File: src/rtl/intxn_pkg.sv
// Shared intersection package: FSM state encoding, clock/timebase defaults and
// a counter-width helper used by the sensor filter and the controller timers.
package intxn_pkg;

  localparam int CLK_HZ_DEF  = 50_000_000;
  localparam int TICK_HZ_DEF = 1000;

  typedef enum logic [1:0] {
    IDLE     = 2'd0,
    QUALIFY  = 2'd1,
    DETECTED = 2'd2,
    SERVED   = 2'd3
  } state_t;

  // Bits needed to hold 0..max_count; never less than one bit.
  function automatic int cnt_width(input int max_count);
    return (max_count > 0) ? $clog2(max_count + 1) : 1;
  endfunction

endpackage

File: src/rtl/car_sensor_filter_if.sv
// Sensor-side bundle between the road loop, the filter and the intersection
// controller. car_count exists only when CAR_SENSOR_COUNT_EN is defined.
interface car_sensor_filter_if;

  logic       sensor_raw;
  logic       served;
  logic       car_detected;
`ifdef CAR_SENSOR_COUNT_EN
  logic [7:0] car_count;

  modport master (output sensor_raw, served, input  car_detected, car_count);
  modport slave  (input  sensor_raw, served, output car_detected, car_count);
`else
  modport master (output sensor_raw, served, input  car_detected);
  modport slave  (input  sensor_raw, served, output car_detected);
`endif

endinterface

File: src/rtl/car_sensor_filter_ms_tick_gen.sv
// Free-running timebase: one-cycle tick every CLK_HZ/TICK_HZ clocks.
// CLK_HZ/TICK_HZ must be an integer of at least 2.
module ms_tick_gen
  import intxn_pkg::*;
#(
  parameter int CLK_HZ  = CLK_HZ_DEF,
  parameter int TICK_HZ = TICK_HZ_DEF
) (
  input  logic clock,
  input  logic reset,
  output logic tick
);

  localparam int             TICK_DIV = CLK_HZ / TICK_HZ;
  localparam int             CW       = $clog2(TICK_DIV);
  localparam logic [CW-1:0]  LAST     = CW'(TICK_DIV - 1);

  logic [CW-1:0] cnt;

  assign tick = (cnt == LAST);

  always_ff @(posedge clock or posedge reset) begin
    if (reset)     cnt <= '0;
    else if (tick) cnt <= '0;
    else           cnt <= cnt + CW'(1);
  end

endmodule

File: src/rtl/car_sensor_filter.sv
// Road-loop conditioner: synchronize, debounce on a ms tick, latch the request
// until served, re-arm after release. Optional arrival counter: CAR_SENSOR_COUNT_EN.
module car_sensor_filter
  import intxn_pkg::*;
#(
  parameter int CLK_HZ      = CLK_HZ_DEF,
  parameter int TICK_HZ     = TICK_HZ_DEF,
  parameter int DEBOUNCE_MS = 20,
  parameter int RELEASE_MS  = 50
) (
  input  logic                clock,
  input  logic                reset,
  car_sensor_filter_if.slave  bus
);

  localparam int            QW    = cnt_width(DEBOUNCE_MS - 1);
  localparam int            RW    = cnt_width(RELEASE_MS - 1);
  localparam logic [QW-1:0] QLAST = QW'(DEBOUNCE_MS - 1);
  localparam logic [RW-1:0] RLAST = RW'(RELEASE_MS - 1);

  logic          sync_meta;
  logic          sensor_sync;
  logic          tick;
  state_t        state, state_d;
  logic [QW-1:0] qual_cnt, qual_d;
  logic [RW-1:0] rel_cnt, rel_d;

  // NOTE: non-blocking assignment lets both stages shift on the same edge.
  always_ff @(posedge clock or posedge reset) begin
    if (reset) {sensor_sync, sync_meta} <= 2'b00;
    else       {sensor_sync, sync_meta} <= {sync_meta, bus.sensor_raw};
  end

  ms_tick_gen #(
    .CLK_HZ  (CLK_HZ),
    .TICK_HZ (TICK_HZ)
  ) u_tick (
    .clock (clock),
    .reset (reset),
    .tick  (tick)
  );

  always_ff @(posedge clock or posedge reset) begin
    if (reset) begin
      state    <= IDLE;
      qual_cnt <= '0;
      rel_cnt  <= '0;
    end else begin
      state    <= state_d;
      qual_cnt <= qual_d;
      rel_cnt  <= rel_d;
    end
  end

  // The sensor level is tested before the tick so a low sample always wins.
  always_comb begin
    // NOTE: every output gets a default first so no path can infer a latch.
    state_d = state;
    qual_d  = qual_cnt;
    rel_d   = rel_cnt;
    case (state)
      IDLE: begin
        if (sensor_sync) begin
          state_d = QUALIFY;
          qual_d  = '0;
        end
      end
      QUALIFY: begin
        if (!sensor_sync) begin
          state_d = IDLE;
          qual_d  = '0;
        end else if (tick) begin
          if (qual_cnt == QLAST) begin
            state_d = DETECTED;
            qual_d  = '0;
          end else begin
            qual_d = qual_cnt + QW'(1);
          end
        end
      end
      DETECTED: begin
        if (bus.served) begin
          state_d = SERVED;
          rel_d   = '0;
        end
      end
      SERVED: begin
        if (sensor_sync) begin
          rel_d = '0;
        end else if (tick) begin
          if (rel_cnt == RLAST) begin
            state_d = IDLE;
            rel_d   = '0;
          end else begin
            rel_d = rel_cnt + RW'(1);
          end
        end
      end
      default: state_d = IDLE;
    endcase
  end

  // Decoded straight from the state register, so reset drops it asynchronously.
  assign bus.car_detected = (state == DETECTED);

`ifdef CAR_SENSOR_COUNT_EN
  logic       qualified;
  logic [7:0] car_count;

  assign qualified = (state == QUALIFY) && (state_d == DETECTED);

  always_ff @(posedge clock or posedge reset) begin
    if (reset)                              car_count <= 8'd0;
    else if (qualified && car_count != 8'hFF) car_count <= car_count + 8'd1;
  end

  assign bus.car_count = car_count;
`endif

endmodule
File: src/flat_wrapper.sv
// flat-port wrapper written by rule: the top's interface ports become plain ports
module car_sensor_filter_flat import intxn_pkg::*;
#(
  parameter int CLK_HZ      = CLK_HZ_DEF,
  parameter int TICK_HZ     = TICK_HZ_DEF,
  parameter int DEBOUNCE_MS = 20,
  parameter int RELEASE_MS  = 50
)
  (clock, reset, bus_sensor_raw, bus_served, bus_car_detected);
  car_sensor_filter_if bus_i ();
  input  logic clock;
  input  logic reset;
  input wire logic [$bits(bus_i.sensor_raw)-1:0] bus_sensor_raw;
  input wire logic [$bits(bus_i.served)-1:0] bus_served;
  output wire logic [$bits(bus_i.car_detected)-1:0] bus_car_detected;
  assign bus_i.sensor_raw = bus_sensor_raw;
  assign bus_i.served = bus_served;
  assign bus_car_detected = bus_i.car_detected;
  car_sensor_filter #(.CLK_HZ(CLK_HZ), .TICK_HZ(TICK_HZ), .DEBOUNCE_MS(DEBOUNCE_MS), .RELEASE_MS(RELEASE_MS)) u_core (.clock(clock), .reset(reset), .bus(bus_i));
endmodule
File: config.mk
export PLATFORM = sky130hd
export DESIGN_NAME = car_sensor_filter_flat
export DESIGN_NICKNAME = d
export VERILOG_FILES = /design/src/rtl/intxn_pkg.sv /design/src/rtl/car_sensor_filter_if.sv /design/src/rtl/car_sensor_filter_ms_tick_gen.sv /design/src/rtl/car_sensor_filter.sv /design/src/flat_wrapper.sv
export SDC_FILE = /design/constraint.sdc
export NUM_CORES = 1
export LEC_CHECK = 0
export CAP_MARGIN = 20
export CORE_MARGIN = 3
export CORE_UTILIZATION = 40
export CTS_CLUSTER_SIZE = 16
export DETAILED_ROUTE_END_ITERATION = 10
export HOLD_SLACK_MARGIN = 0.05
export PLACE_DENSITY = 0.58
export REMOVE_ABC_BUFFERS = 1
export SLEW_MARGIN = 30
export SYNTH_ARGS = -nofsm -noshare
export SYNTH_HDL_FRONTEND = slang
export SYNTH_HIERARCHICAL = 1
export SYNTH_SLANG_ARGS = --single-unit
File: constraint.sdc
create_clock -name clock -period 2.8 [get_ports clock]
set_input_delay 0.84 -clock clock [delete_from_list [all_inputs] [get_ports clock]]
set_output_delay 0.84 -clock clock [all_outputs]
set_load 0.02 [all_outputs]
# Yosys cells after proc, flatten, opt, wreduce, memory -nomap -nowiden
# Index checks and enable logic that the tools add are counted.
[totals]
regBits = 31
input_bits = 4
output_inout_bits = 1
wordCells = 49
[op_classes]
add_sub_neg = 3
n_eq_ne = 14
mux = 20
reduce_logical = 6
[ops]
columns = ["operator", "n"]
rows = [
  ["$mux W6", 4],
  ["$mux W5", 4],
  ["$add A16 B1 Y16 const B", 1],
  ["$eq A16 B16 Y1 const B", 1],
  ["$mux W16", 1],
  ["$mux W2", 8],
  ["$pmux W6 S2", 1],
  ["$pmux W5 S2", 1],
  ["$pmux W2 S4", 1],
  ["$reduce_and A7 Y1", 1],
  ["$add A6 B1 Y6 const B", 1],
  ["$eq A6 B6 Y1 const B", 1],
  ["$ne A2 B1 Y1 const B", 3],
  ["$ne A3 B3 Y1 const B", 2],
  ["$reduce_and A3 Y1", 2],
  ["$add A5 B1 Y5 const B", 1],
  ["$eq A5 B5 Y1 const B", 1],
  ["$eq A2 B2 Y1 const B", 2],
  ["$ne A2 B2 Y1 const B", 2],
  ["$reduce_bool A2 Y1", 2],
  ["$ne A3 B1 Y1 const B", 1],
  ["$eq A2 B1 Y1 const B", 1],
  ["$logic_not A2 Y1", 1],
]

# Logic depth before layout (Yosys ltp)
# Gate-level depths: netlist of the first run.
[logic_depth]
ltp_word = 5
ltp_mapped = 7
mapped_depth_nobuf = 7

# Cells and area by module
# Netlist of the first run, hierarchy kept.
[modules_own_cells]
columns = ["module", "instances", "cells_per_inst", "area_each_um2", "seq_area_each_um2"]
rows = [
  ["car_sensor_filter", 1, 87, 855.8, 375.4],
  ["ms_tick_gen", 1, 68, 757.0, 400.4],
]

# Least setup slack after synthesis of the first run
# Ideal clock, no wire load.
[synth_timing]
path_kind = "flip-flop to flip-flop"
from = "reg u_core.u_tick.cnt[4]"
to = "reg u_core.qual_cnt[3]"
setup_ps = 92
arrival_ps = 2402
required_time_ps = 2708
slack_ps = 306
path_stages_with_launch = 7
n_path_buf = 0
synth_period_minus_slack_ps = 2494
path_cell_list = "dfrtp_1 > or4b_4 > nor4_4 > and3b_1 > or3_4 > nand3b_4 > o31ai_2"
[synth_between]
elab_chain_len = 3
[synth_rtl]
columns = ["element", "line", "text"]
rows = [
  ["start, declared", "car_sensor_filter_ms_tick_gen.sv:18", "logic [CW-1:0] cnt;"],
  ["start signal, assigned", "car_sensor_filter_ms_tick_gen.sv:25", "else cnt <= cnt + CW'(1);"],
  ["$eq A16 B16 Y1", "car_sensor_filter_ms_tick_gen.sv:20", "assign tick = (cnt == LAST);"],
  ["net u_core.tick", "car_sensor_filter.sv:23", "logic tick;"],
  ["$ne A3 B3 Y1 (no line)", "-", ""],
  ["$reduce_and A3 Y1 (no line)", "-", ""],
  ["end signal, assigned", "car_sensor_filter.sv:50", "qual_cnt <= qual_d;"],
  ["end, declared", "car_sensor_filter.sv:25", "logic [QW-1:0] qual_cnt, qual_d;"],
]
# The timed path passes the listed nets, and every way through them passes these cells.
# A chain may end at the register's enable or synchronous reset.

# Final worst setup path of the first run
[layout_timing]
from = "reg u_core.state[0]"
to = "out bus_car_detected"
[layout_between]
elab_chain_len = 1
[layout_rtl]
columns = ["element", "line", "text"]
rows = [
  ["start, declared", "car_sensor_filter.sv:24", "state_t state, state_d;"],
  ["start signal, assigned", "car_sensor_filter.sv:49", "state <= state_d;"],
  ["$eq A2 B2 Y1", "car_sensor_filter.sv:104", "assign bus.car_detected = (state == DETECTED);"],
  ["end, declared", "flat_wrapper.sv:15", "output wire logic [$bits(bus_i.car_detected)-1:0] bus_car_detected;"],
]
# No other way between the ends.

==> results of run 1 <==
[layout make-up]
class | instances | area [um2]
Sequential cell | 31 | 776
Clock buffer | 6 | 82.6
Timing Repair Buffer | 5 | 47.5
Inverter | 7 | 26.3
Fill cell | 338 | 1980
Clock inverter | 1 | 5.00
Multi-Input combinational cell | 115 | 796
Tap cell | 48 | 60.1
[cells by family (layout without fill, tap and decap cells)]
logic type               count (synthesis)  after routing
adder cells (fa/ha/maj)                  4              4
AND/OR/NAND/NOR                         70             70
multiplexers                             2              2
AO/OA/AOI/OAI                           27             27
XOR/XNOR                                12             12
buffers and inverters                    9             19
flip-flops                              31             31
[stage by stage]
| step | cells | utilization [%] | area (um2) | hold WS [ps] |
|---|---|---|---|---|
| floorplan | 153 | - | 1600 | 331 |
| global placement | 206 | 45.2 | 1710 | 345 |
| detailed placement | 206 | 45.2 | 1710 | 344 |
| CTS | 213 | 47.5 | 1790 | 358 |
| global route | 213 | 47.5 | 1790 | 361 |
| finish | 213 | 47.5 | 1790 | 354 |
[synthesized netlist by cell type (2+ instances only)]
| cell | count |
|---|---|
| nor2_1 | 15 |
| nand4_1 | 7 |
| nand2_1 | 11 |
| inv_1 | 7 |
| dfrtp_1 | 31 |
| a31oi_1 | 2 |
| xor2_1 | 7 |
| or4bb_1 | 2 |
| o31ai_1 | 3 |
| xnor2_1 | 5 |
| and2_1 | 2 |
| nand3b_1 | 3 |
| nand2b_1 | 4 |
| ha_1 | 4 |
| mux2i_1 | 2 |
| o21ai_0 | 10 |
| and3b_2 | 2 |
| a32o_1 | 2 |
| or3_1 | 2 |
| nor4_1 | 3 |
| nand3_1 | 8 |
| o21ai_1 | 3 |
[worst max-delay path, stage by stage, from the launching register on]
cell and delay [ps]:
dfrtp_1 460, and2b_2 240, clkdlybuf4s50_1 590
[final timing paths]
kind                                      startpoint              endpoint  depth (start not counted)
min in group asynchronous                      reset    u_core/qual_cnt[3]                          2
max in group asynchronous                      reset  u_core/u_tick/cnt[7]                          2
worst max register to register  u_core/u_tick/cnt[4]    u_core/qual_cnt[3]                          6
worst max-delay path                 u_core/state[0]      bus_car_detected                          2
worst min register to register      u_core/sync_meta    u_core/sensor_sync                          0
worst min-delay path                u_core/sync_meta    u_core/sensor_sync                          0
[layer usage]
metal	track usage, %	vias up	wire length (um)
li1	-	580	-
met5	0	-	0
met3	4.93	2	94
met4	5.21	0	18
met2	19.7	23	1390
met1	16.4	568	1380
[registers in the layout (all words and copies together), names as in the netlist, named ones only]
| signal | cells |
|---|---|
| u_core/u_tick/cnt | 16 |
| u_core/rel_cnt | 6 |
| u_core/qual_cnt | 5 |
| u_core/sensor_sync | 1 |
| u_core/state | 1 |
| u_core/sync_meta | 1 |
[power groups by stage]
stage / registers, mW / logic, mW / clock network (mW)
final: 0.453 / 0.0246 / 0.345
after detailed placement: 0.462 / 0.0257 / 0
after CTS: 0.453 / 0.0257 / 0.363
after floorplan: 0.461 / 0.0172 / 0
after global placement: 0.462 / 0.0250 / 0
after global routing: 0.453 / 0.0284 / 0.383
[placed cells by master, fill, tap and decap left out, drive strengths merged, types with 2 or more instances in the layout]
| master | synthesis | layout |
|---|---|---|
| xor2 | 7 | 7 |
| nor2 | 15 | 15 |
| xnor2 | 5 | 5 |
| nor4 | 4 | 4 |
| nand4 | 7 | 7 |
| a31oi | 2 | 2 |
| inv | 7 | 7 |
| and2 | 2 | 2 |
| dfrtp | 31 | 31 |
| o21ai | 13 | 13 |
| nand2 | 11 | 11 |
| or4bb | 2 | 2 |
| or3 | 3 | 3 |
| o31ai | 4 | 4 |
| nand3 | 8 | 8 |
| nand2b | 4 | 4 |
| clkdlybuf4s50 | 0 | 4 |
| and3b | 3 | 3 |
| mux2i | 2 | 2 |
| clkbuf | 1 | 6 |
| a32o | 2 | 2 |
| nand3b | 4 | 4 |
| ha | 4 | 4 |
==> impl_metrics.py, run 1 <==
metrics = {
    "timing": {
        "max_slew.worst_pin.slew_ps": 592,
        "rsz0062_at_grt": "false",
        "max_slew_margin_pct": 60.5,
        "slew_violations": 0,
        "finClkSkew_ps": 5.03,
        "fin_crit_sh_pct": 86.1,
        "fin_crit_ps": 2410,
        "hold_viol_final": 0,
        "setup_tns_ps": 0,
        "setup_viol": 0,
        "fin_ws_ps": 390,
        "max_freq_mhz": 415,
    },
    "clocking": {
        "htreeDepth": 2,
        "cts_tree": "yes",
        "cts-resized-gates": 0,
        "cts_max_path_buffers": 2,
        "cts_sinks": 31,
        "insertion_delay_ps": 270,
        "post-cts-setup-buffer-count": 0,
        "ctsHoldBuffers": 0,
        "numCtsBuffers": 5,
        "root_buffer": "clkbuf_8",
        "path_clk_slew_ps": 60,
    },
    "logic_synthesis": {
        "synth.cell_area_mm2": 0.00161,
        "async_flop_share_pct": 100,
        "synth_xor_area_share_pct": 6.52,
        "synth_flop_cell": "dfrtp_1",
        "yosysWarnings": 6,
        "synth.yosys.seq_area_share_pct": 48.1,
        "synth_edf_count": 0,
        "ys_seq_elements": 31,
        "syn_inst": 155,
        "synth_largest_area_cell": "dfrtp_1",
        "synthSimpleGateAreaFrac_pct": 27.5,
        "synth_area_leaders": "dfrtp_1 (48%), xor2_1 (3.8%), nor2_1 (3.5%), ha_1 (3.1%), o21ai_0 (3.1%)",
        "synth_cell_types": 42,
        "synth_top_family_by_area": "simple AND/OR/NAND/NOR gates",
        "muxShareOfSynthArea_pct": 1.24,
        "synth.avg_cell_area_um2": 10.4,
        "synthDominantCellAreaShare_pct": 48.1,
        "synthAdderAreaFrac_pct": 3.10,
        "synth_compound_area_share_pct": 11.0,
    },
    "die": {
        "ios": 5,
        "core_area_mm2": 0.00377,
        "die_area_mm2": 0.00483,
        "rows": 22,
        "dieHeight_um": 69.5,
        "die_w_um": 69.5,
        "start_util_pct": 42.8,
    },
    "place": {
        "gp_congestion": 0.902,
        "pre_cts_ws_ps": 482,
        "port_buffers": 4,
        "hpwl_mm": 2.02,
    },
    "route": {
        "drc": 0,
        "drtPass1Iterations": 5,
        "vias": 1173,
        "avgViaCountPerCell": 5.51,
        "antenna_left": 0,
        "wl_mm": 2.89,
        "drt_iter0_drc": 53,
        "wl_per_cell_um": 13.6,
    },
    "power_and_ir_drop": {
        "fin_total_pwr_mw": 0.823,
        "pwr-share-comb_pct": 3.0,
        "power.density_mw_per_mm2": 459,
        "power.switching_mw": 0.171,
        "irDropWorstVdd_mv": 0.374,
        "pwr-share-clk_pct": 41.9,
        "p_leak_nw": 0.772,
        "p_int_mw": 0.653,
        "p_seq_share_pct": 55.1,
        "sw_frac_of_total_pct": 20.7,
    },
    "worst_hold_path": {
        "hold_class": "register to register",
    },
    "finish": {
        "area.growth.synth_to_final_pct": 11.2,
        "layout-drive-gt1-share_pct": 11.5,
        "fin_nets": 173,
        "antenna_cells": 0,
    },
    "setup_path": {
        "endpoint_kind": "output port",
        "required_ps": 1960,
        "rrSetupSlack_ps": 500,
        "cp_data_arrival_time_ps": 1570,
        "path_class": "register to output port",
        "worst-path-max-fanout": 10,
        "cp-start-kind": "register",
    },
    "global_route": {
        "antenna_found_initial": 0,
        "grt_max_degree": 17,
        "grt_usage_pct": 12.9,
        "grt_pass1_vias": 1100,
        "grt_first_pass_wirelength_mm": 4.95,
        "grt-ovfl-total": 0,
    },
    "run_status": {
        "outcome": "completed",
    },
    "flow_run": {
        "cap_violations": 0,
    },
}
Power figures use the tool's default switching activity.
==> inputs of run 2 (changes only) <==
--- a/config.mk
+++ b/config.mk
@@ -12,7 +12,6 @@
 export DETAILED_ROUTE_END_ITERATION = 10
 export HOLD_SLACK_MARGIN = 0.05
 export PLACE_DENSITY = 0.58
-export REMOVE_ABC_BUFFERS = 1
 export SLEW_MARGIN = 30
 export SYNTH_ARGS = -nofsm -noshare
 export SYNTH_HDL_FRONTEND = slang
==> run 2 against run 1 <==
Against the previous run: sequential power about the same; combinational power about the same; utilization up 0.80 points; power up 14%; register-to-register slack about the same; die area unchanged; critical path depth unchanged; largest cell class unchanged.
==> impl_metrics.py, run 2 (synthesis results as in run 1) <==
metrics = {
    "clocking": {
        "htreeDepth": 2,
        "cts_tree": "yes",
        "cts-resized-gates": 0,
        "root_buffer": "clkbuf_8",
        "numCtsBuffers": 5,
        "ctsHoldBuffers": 0,
        "insertion_delay_ps": 290,
        "cts_max_path_buffers": 2,
        "post-cts-setup-buffer-count": 0,
        "cts_sinks": 31,
        "path_clk_slew_ps": 70,
    },
    "global_route": {
        "grt_usage_pct": 13.3,
        "grt_max_degree": 17,
        "grt_first_pass_wirelength_mm": 5.01,
        "grt-ovfl-total": 0,
        "antenna_found_initial": 0,
        "grt_pass1_vias": 1081,
    },
    "route": {
        "drtPass1Iterations": 4,
        "avgViaCountPerCell": 5.36,
        "drc": 0,
        "antenna_left": 0,
        "wl_per_cell_um": 13.6,
        "vias": 1148,
        "drt_iter0_drc": 31,
        "wl_mm": 2.90,
    },
    "finish": {
        "regMostFlops": "u_core/u_tick/cnt",
        "largest_register_ffs": 16,
        "largestRegisters": "u_core/u_tick/cnt (16), u_core/rel_cnt (6), u_core/qual_cnt (5)",
        "final_cell_mix": "dfrtp_1 (31), nor2_1 (15), nand2_1 (11), o21ai_0 (10), nand3_1 (8)",
        "antenna_cells": 0,
        "layout_commonest_cell": "dfrtp_1",
        "layout-drive-gt1-share_pct": 12.0,
        "area.growth.synth_to_final_pct": 13.0,
        "fin_nets": 173,
    },
    "setup_path": {
        "endpoint_kind": "output port",
        "required_ps": 1960,
        "path_class": "register to output port",
        "cp_data_arrival_time_ps": 1590,
        "worst-path-max-fanout": 10,
        "cp-start-kind": "register",
    },
    "power_and_ir_drop": {
        "irDropWorstVdd_mv": 0.292,
        "p_leak_nw": 0.786,
        "fin_total_pwr_mw": 0.936,
        "power.density_mw_per_mm2": 514,
    },
    "place": {
        "port_buffers": 4,
        "gp_congestion": 0.820,
        "hpwl_mm": 2.01,
    },
    "flow_run": {
        "cap_violations": 0,
    },
    "die": {
        "start_util_pct": 42.8,
        "ios": 5,
        "die_area_mm2": 0.00483,
        "die_w_um": 69.5,
        "core_area_mm2": 0.00377,
        "dieHeight_um": 69.5,
        "rows": 22,
    },
    "timing": {
        "setup_viol": 0,
        "hold_viol_final": 0,
        "max_freq_mhz": 411,
        "fin_crit_sh_pct": 87.0,
        "setup_tns_ps": 0,
        "slew_violations": 0,
        "finClkSkew_ps": 10.6,
        "fin_crit_ps": 2430,
        "whs_ps": 359,
        "max_slew_margin_pct": 59.1,
        "rsz0062_at_grt": "false",
        "max_slew.worst_pin.slew_ps": 613,
    },
    "logic_synthesis": {
        "synthesis.nets": 163,
    },
    "run_status": {
        "outcome": "completed",
    },
    "worst_hold_path": {
        "hold_class": "register to register",
    },
}
[run 2: power breakdown]
group | switching, mW | total [mW] | internal [mW]
logic | 0.0148 | 0.0249 | 0.0101
registers | 0.00340 | 0.453 | 0.450
clock network | 0.170 | 0.458 | 0.288
[run 2: final timing paths]
check	from	end	slack [ps]	depth (start not counted)
min	u_core/sync_meta	u_core/sensor_sync	360	0
min in group asynchronous	reset	u_core/rel_cnt[2]	940	2
max reg2reg	u_core/u_tick/cnt[4]	u_core/qual_cnt[3]	490	6
max in group asynchronous	reset	u_core/u_tick/cnt[9]	1450	2
min reg2reg	u_core/sync_meta	u_core/sensor_sync	360	0
max	u_core/state[0]	bus_car_detected	370	2
[run 2: final cells by class]
cell class	count	area, um2
Clock buffer	6	82.6
Tap cell	48	60.1
Sequential cell	31	776
Clock inverter	2	35.0
Inverter	7	26.3
Fill cell	355	1950
Timing Repair Buffer	5	47.5
Multi-Input combinational cell	115	796
[run 2: stage by stage]
step / util (%) / instance area, um2 / worst slack (ps) / instances
finish: 48.3 / 1820 / 365 / 214
global route: 48.3 / 1820 / 294 / 214
CTS: 48.3 / 1820 / 345 / 214
detailed placement: 45.2 / 1710 / 506 / 206
global placement: 45.2 / 1710 / 559 / 206
floorplan: - / 1610 / 306 / 155
[run 2: per-layer routing]
layer | track usage, % | wire (um) | vias to the layer above | share of wire (%)
li1 | - | - | 582 | -
met1 | 18.3 | 1480 | 550 | 51
met2 | 18.3 | 1290 | 10 | 45
met3 | 4.78 | 73 | 6 | 2.5
met4 | 6.51 | 61 | 0 | 2.1
met5 | 0 | 0 | - | 0
[run 2: critical path: stages, from the launching register on]
cell             delay [ps]
dfrtp_1                 470
and2b_2                 240
clkdlybuf4s50_1         590
==> inputs of run 3 (changes only) <==
--- a/config.mk
+++ b/config.mk
@@ -5,7 +5,7 @@
 export SDC_FILE = /design/constraint.sdc
 export NUM_CORES = 1
 export LEC_CHECK = 0
-export CAP_MARGIN = 20
+export ABC_AREA = 1
 export CORE_MARGIN = 3
 export CORE_UTILIZATION = 40
 export CTS_CLUSTER_SIZE = 16
==> run 3 against run 2 <==
Against the previous run: power grew 21%; critical path depth grew 1; clock skew shrank 2.6 ps; sequential power grew 11%; flip-flop and latch count is the same; cell count grew 43%; synthesized area grew 12%; clock-buffer cell count is the same; highest routed layer unchanged.
==> impl_metrics.py, run 3 <==
metrics = {
    "run_status": {
        "outcome": "completed",
    },
    "finish": {
        "regArea_um2": 776,
        "largestRegisters": "u_core/u_tick/cnt (16), u_core/rel_cnt (6), u_core/qual_cnt (5)",
        "final_cell_area_mm2": 0.00200,
        "nFillCells": 423,
        "layout-drive-gt1-share_pct": 12.1,
        "fin_nets": 264,
        "multiInputGateArea_um2": 880,
        "area.growth.synth_to_final_pct": 10.4,
        "largest_register_ffs": 16,
        "antenna_cells": 0,
        "regMostFlops": "u_core/u_tick/cnt",
        "final_cell_mix": "nand2_1 (67), nor2_1 (37), inv_1 (31), dfrtp_1 (31), nand3_1 (19)",
        "layout_commonest_cell": "nand2_1",
    },
    "clocking": {
        "ctsHoldBuffers": 0,
        "numCtsBuffers": 5,
        "path_clk_slew_ps": 70,
        "cts-resized-gates": 0,
        "cts_sinks": 31,
        "cts_tree": "yes",
        "cts_max_path_buffers": 2,
        "root_buffer": "clkbuf_8",
        "post-cts-setup-buffer-count": 0,
        "htreeDepth": 2,
        "insertion_delay_ps": 280,
    },
    "logic_synthesis": {
        "async_flop_share_pct": 100,
        "synthDominantCellAreaShare_pct": 42.9,
        "synth.yosys.seq_area_share_pct": 42.9,
        "synth_cell_types": 30,
        "synth.most_common_cell": "nand2_1",
        "synthesis.nets": 253,
        "synth_edf_count": 0,
        "ys_top_cells_by_count": "nand2_1 (67), nor2_1 (37), dfrtp_1 (31), inv_1 (31), nand3_1 (19)",
        "synth_largest_area_cell": "dfrtp_1",
        "syn_inst": 245,
        "synth.cell_area_mm2": 0.00181,
        "ys_seq_elements": 31,
        "synth_flop_cell": "dfrtp_1",
        "synth.avg_cell_area_um2": 7.38,
        "synth_area_leaders": "dfrtp_1 (43%), nand2_1 (14%), nor2_1 (7.7%), inv_1 (6.4%), nand3_1 (5.3%)",
        "yosysWarnings": 6,
    },
    "setup_path": {
        "rrSetupSlack_ps": 850,
        "endpoint_kind": "output port",
        "cp_data_arrival_time_ps": 1570,
        "endpoint": "bus_car_detected",
        "required_ps": 1960,
        "cp-start-kind": "register",
        "r2r_cells": 13,
        "worstReg2RegEnd": "u_core/qual_cnt[4]",
        "worst-path-max-fanout": 6,
        "path_class": "register to output port",
        "timing.rr.start": "u_core/u_tick/cnt[0]",
    },
    "power_and_ir_drop": {
        "irDropWorstVdd_mv": 0.319,
        "power.density_mw_per_mm2": 568,
        "p_leak_nw": 1.05,
    },
    "route": {
        "drc": 0,
        "antenna_left": 0,
        "wl_per_cell_um": 10.5,
        "avgViaCountPerCell": 4.83,
        "vias": 1483,
        "drtPass1Iterations": 4,
        "drt_iter0_drc": 75,
        "wl_mm": 3.23,
    },
    "timing": {
        "finClkSkew_ps": 8.00,
        "fin_ws_ps": 386,
        "fin_crit_sh_pct": 86.2,
        "fin_crit_ps": 2410,
        "slew_violations": 0,
        "rsz0062_at_grt": "false",
        "setup_tns_ps": 0,
        "max_freq_mhz": 414,
        "max_slew.worst_pin.slew_ps": 629,
        "max_slew_margin_pct": 58.0,
        "setup_viol": 0,
        "hold_viol_final": 0,
    },
    "die": {
        "rows": 23,
        "die_area_mm2": 0.00537,
        "die_w_um": 73.3,
        "core_area_mm2": 0.00417,
        "dieHeight_um": 73.3,
        "ios": 5,
        "start_util_pct": 43.4,
    },
    "global_route": {
        "antenna_found_initial": 0,
        "grt_first_pass_wirelength_mm": 5.93,
        "grt_max_degree": 17,
        "grt_pass1_vias": 1391,
        "grt-ovfl-total": 0,
        "grt_usage_pct": 14.2,
    },
    "place": {
        "pre_cts_ws_ps": 689,
        "hpwl_mm": 2.43,
        "gp_congestion": 0.821,
        "placed_cell_area_mm2": 0.00191,
        "port_buffers": 4,
    },
    "worst_hold_path": {
        "hold_class": "register to register",
    },
    "flow_run": {
        "cap_violations": 0,
    },
}
-- run 3: cell count changes in the layout (fill, tap and decap cells not counted), sizes merged, moves of 4 or more --
cell,before,now
nand3,8,23
o21ai,13,8
nand2b,4,0
o31ai,4,0
nor4,4,0
inv,7,37
nand2,11,73
nor2,15,41
xnor2,5,0
-- run 3: routing by layer --
metal	wire length (um)	vias to the layer above	global-route usage (%)
met5	0	-	0
met4	51	0	6.15
met3	82	5	4.10
met2	1400	12	21.2
met1	1690	680	19.2
li1	-	786	-
-- run 3: cell type report --
type / count / area share (%)
timing repair buffer: 4 / 2.01
tap: 50 / 3.13
clock inverter: 2 / 0.627
sequential: 31 / 38.8
inverter: 40 / 7.71
clock buffer: 6 / 3.63
multi-input combinational: 174 / 44.0
-- run 3: worst min-delay path by stage --
stage	startpoint	to	slack [ps]	cells past startpoint
2_1_floorplan	u_core/sync_meta	u_core/sensor_sync	330	0
3_3_place_gp	u_core/sync_meta	u_core/sensor_sync	340	0
3_5_place_dp	u_core/sync_meta	u_core/sensor_sync	340	0
4_1_cts	u_core/sync_meta	u_core/sensor_sync	360	0
5_1_grt	u_core/sync_meta	u_core/sensor_sync	380	0
6_report	u_core/sync_meta	u_core/sensor_sync	350	0
-- run 3: power breakdown --
part	total, mW	switching [mW]	internal (mW)
sequential	0.502	0.0330	0.469
combinational	0.291	0.196	0.0956
clock	0.341	0.168	0.173
-- run 3: kinds of logic after synthesis --
| kind of cell | synth area share, % |
|---|---|
| compound gates | 3.73 |
| simple gates | 38.7 |
| fa+ha+maj | 2.77 |
| xor+xnor | 2.90 |
| mux | 0.553 |
| buf+inv | 8.51 |
| flops | 42.9 |
-- run 3: metrics by stage --
stage	utilization (%)	hold WS, ps	power, mW	cells
finish	47.9	354	1.13	307
global route	47.9	379	1.21	307
CTS	47.9	360	1.15	307
detailed placement	45.8	344	0.803	299
global placement	45.8	339	0.804	299
floorplan	-	331	0.738	245
-- run 3: worst max-delay path, cell delays in order, from the launching register on --
cell and delay (ps):
dfrtp_1 460, inv_2 90, nor2_1 130, clkdlybuf4s50_1 620
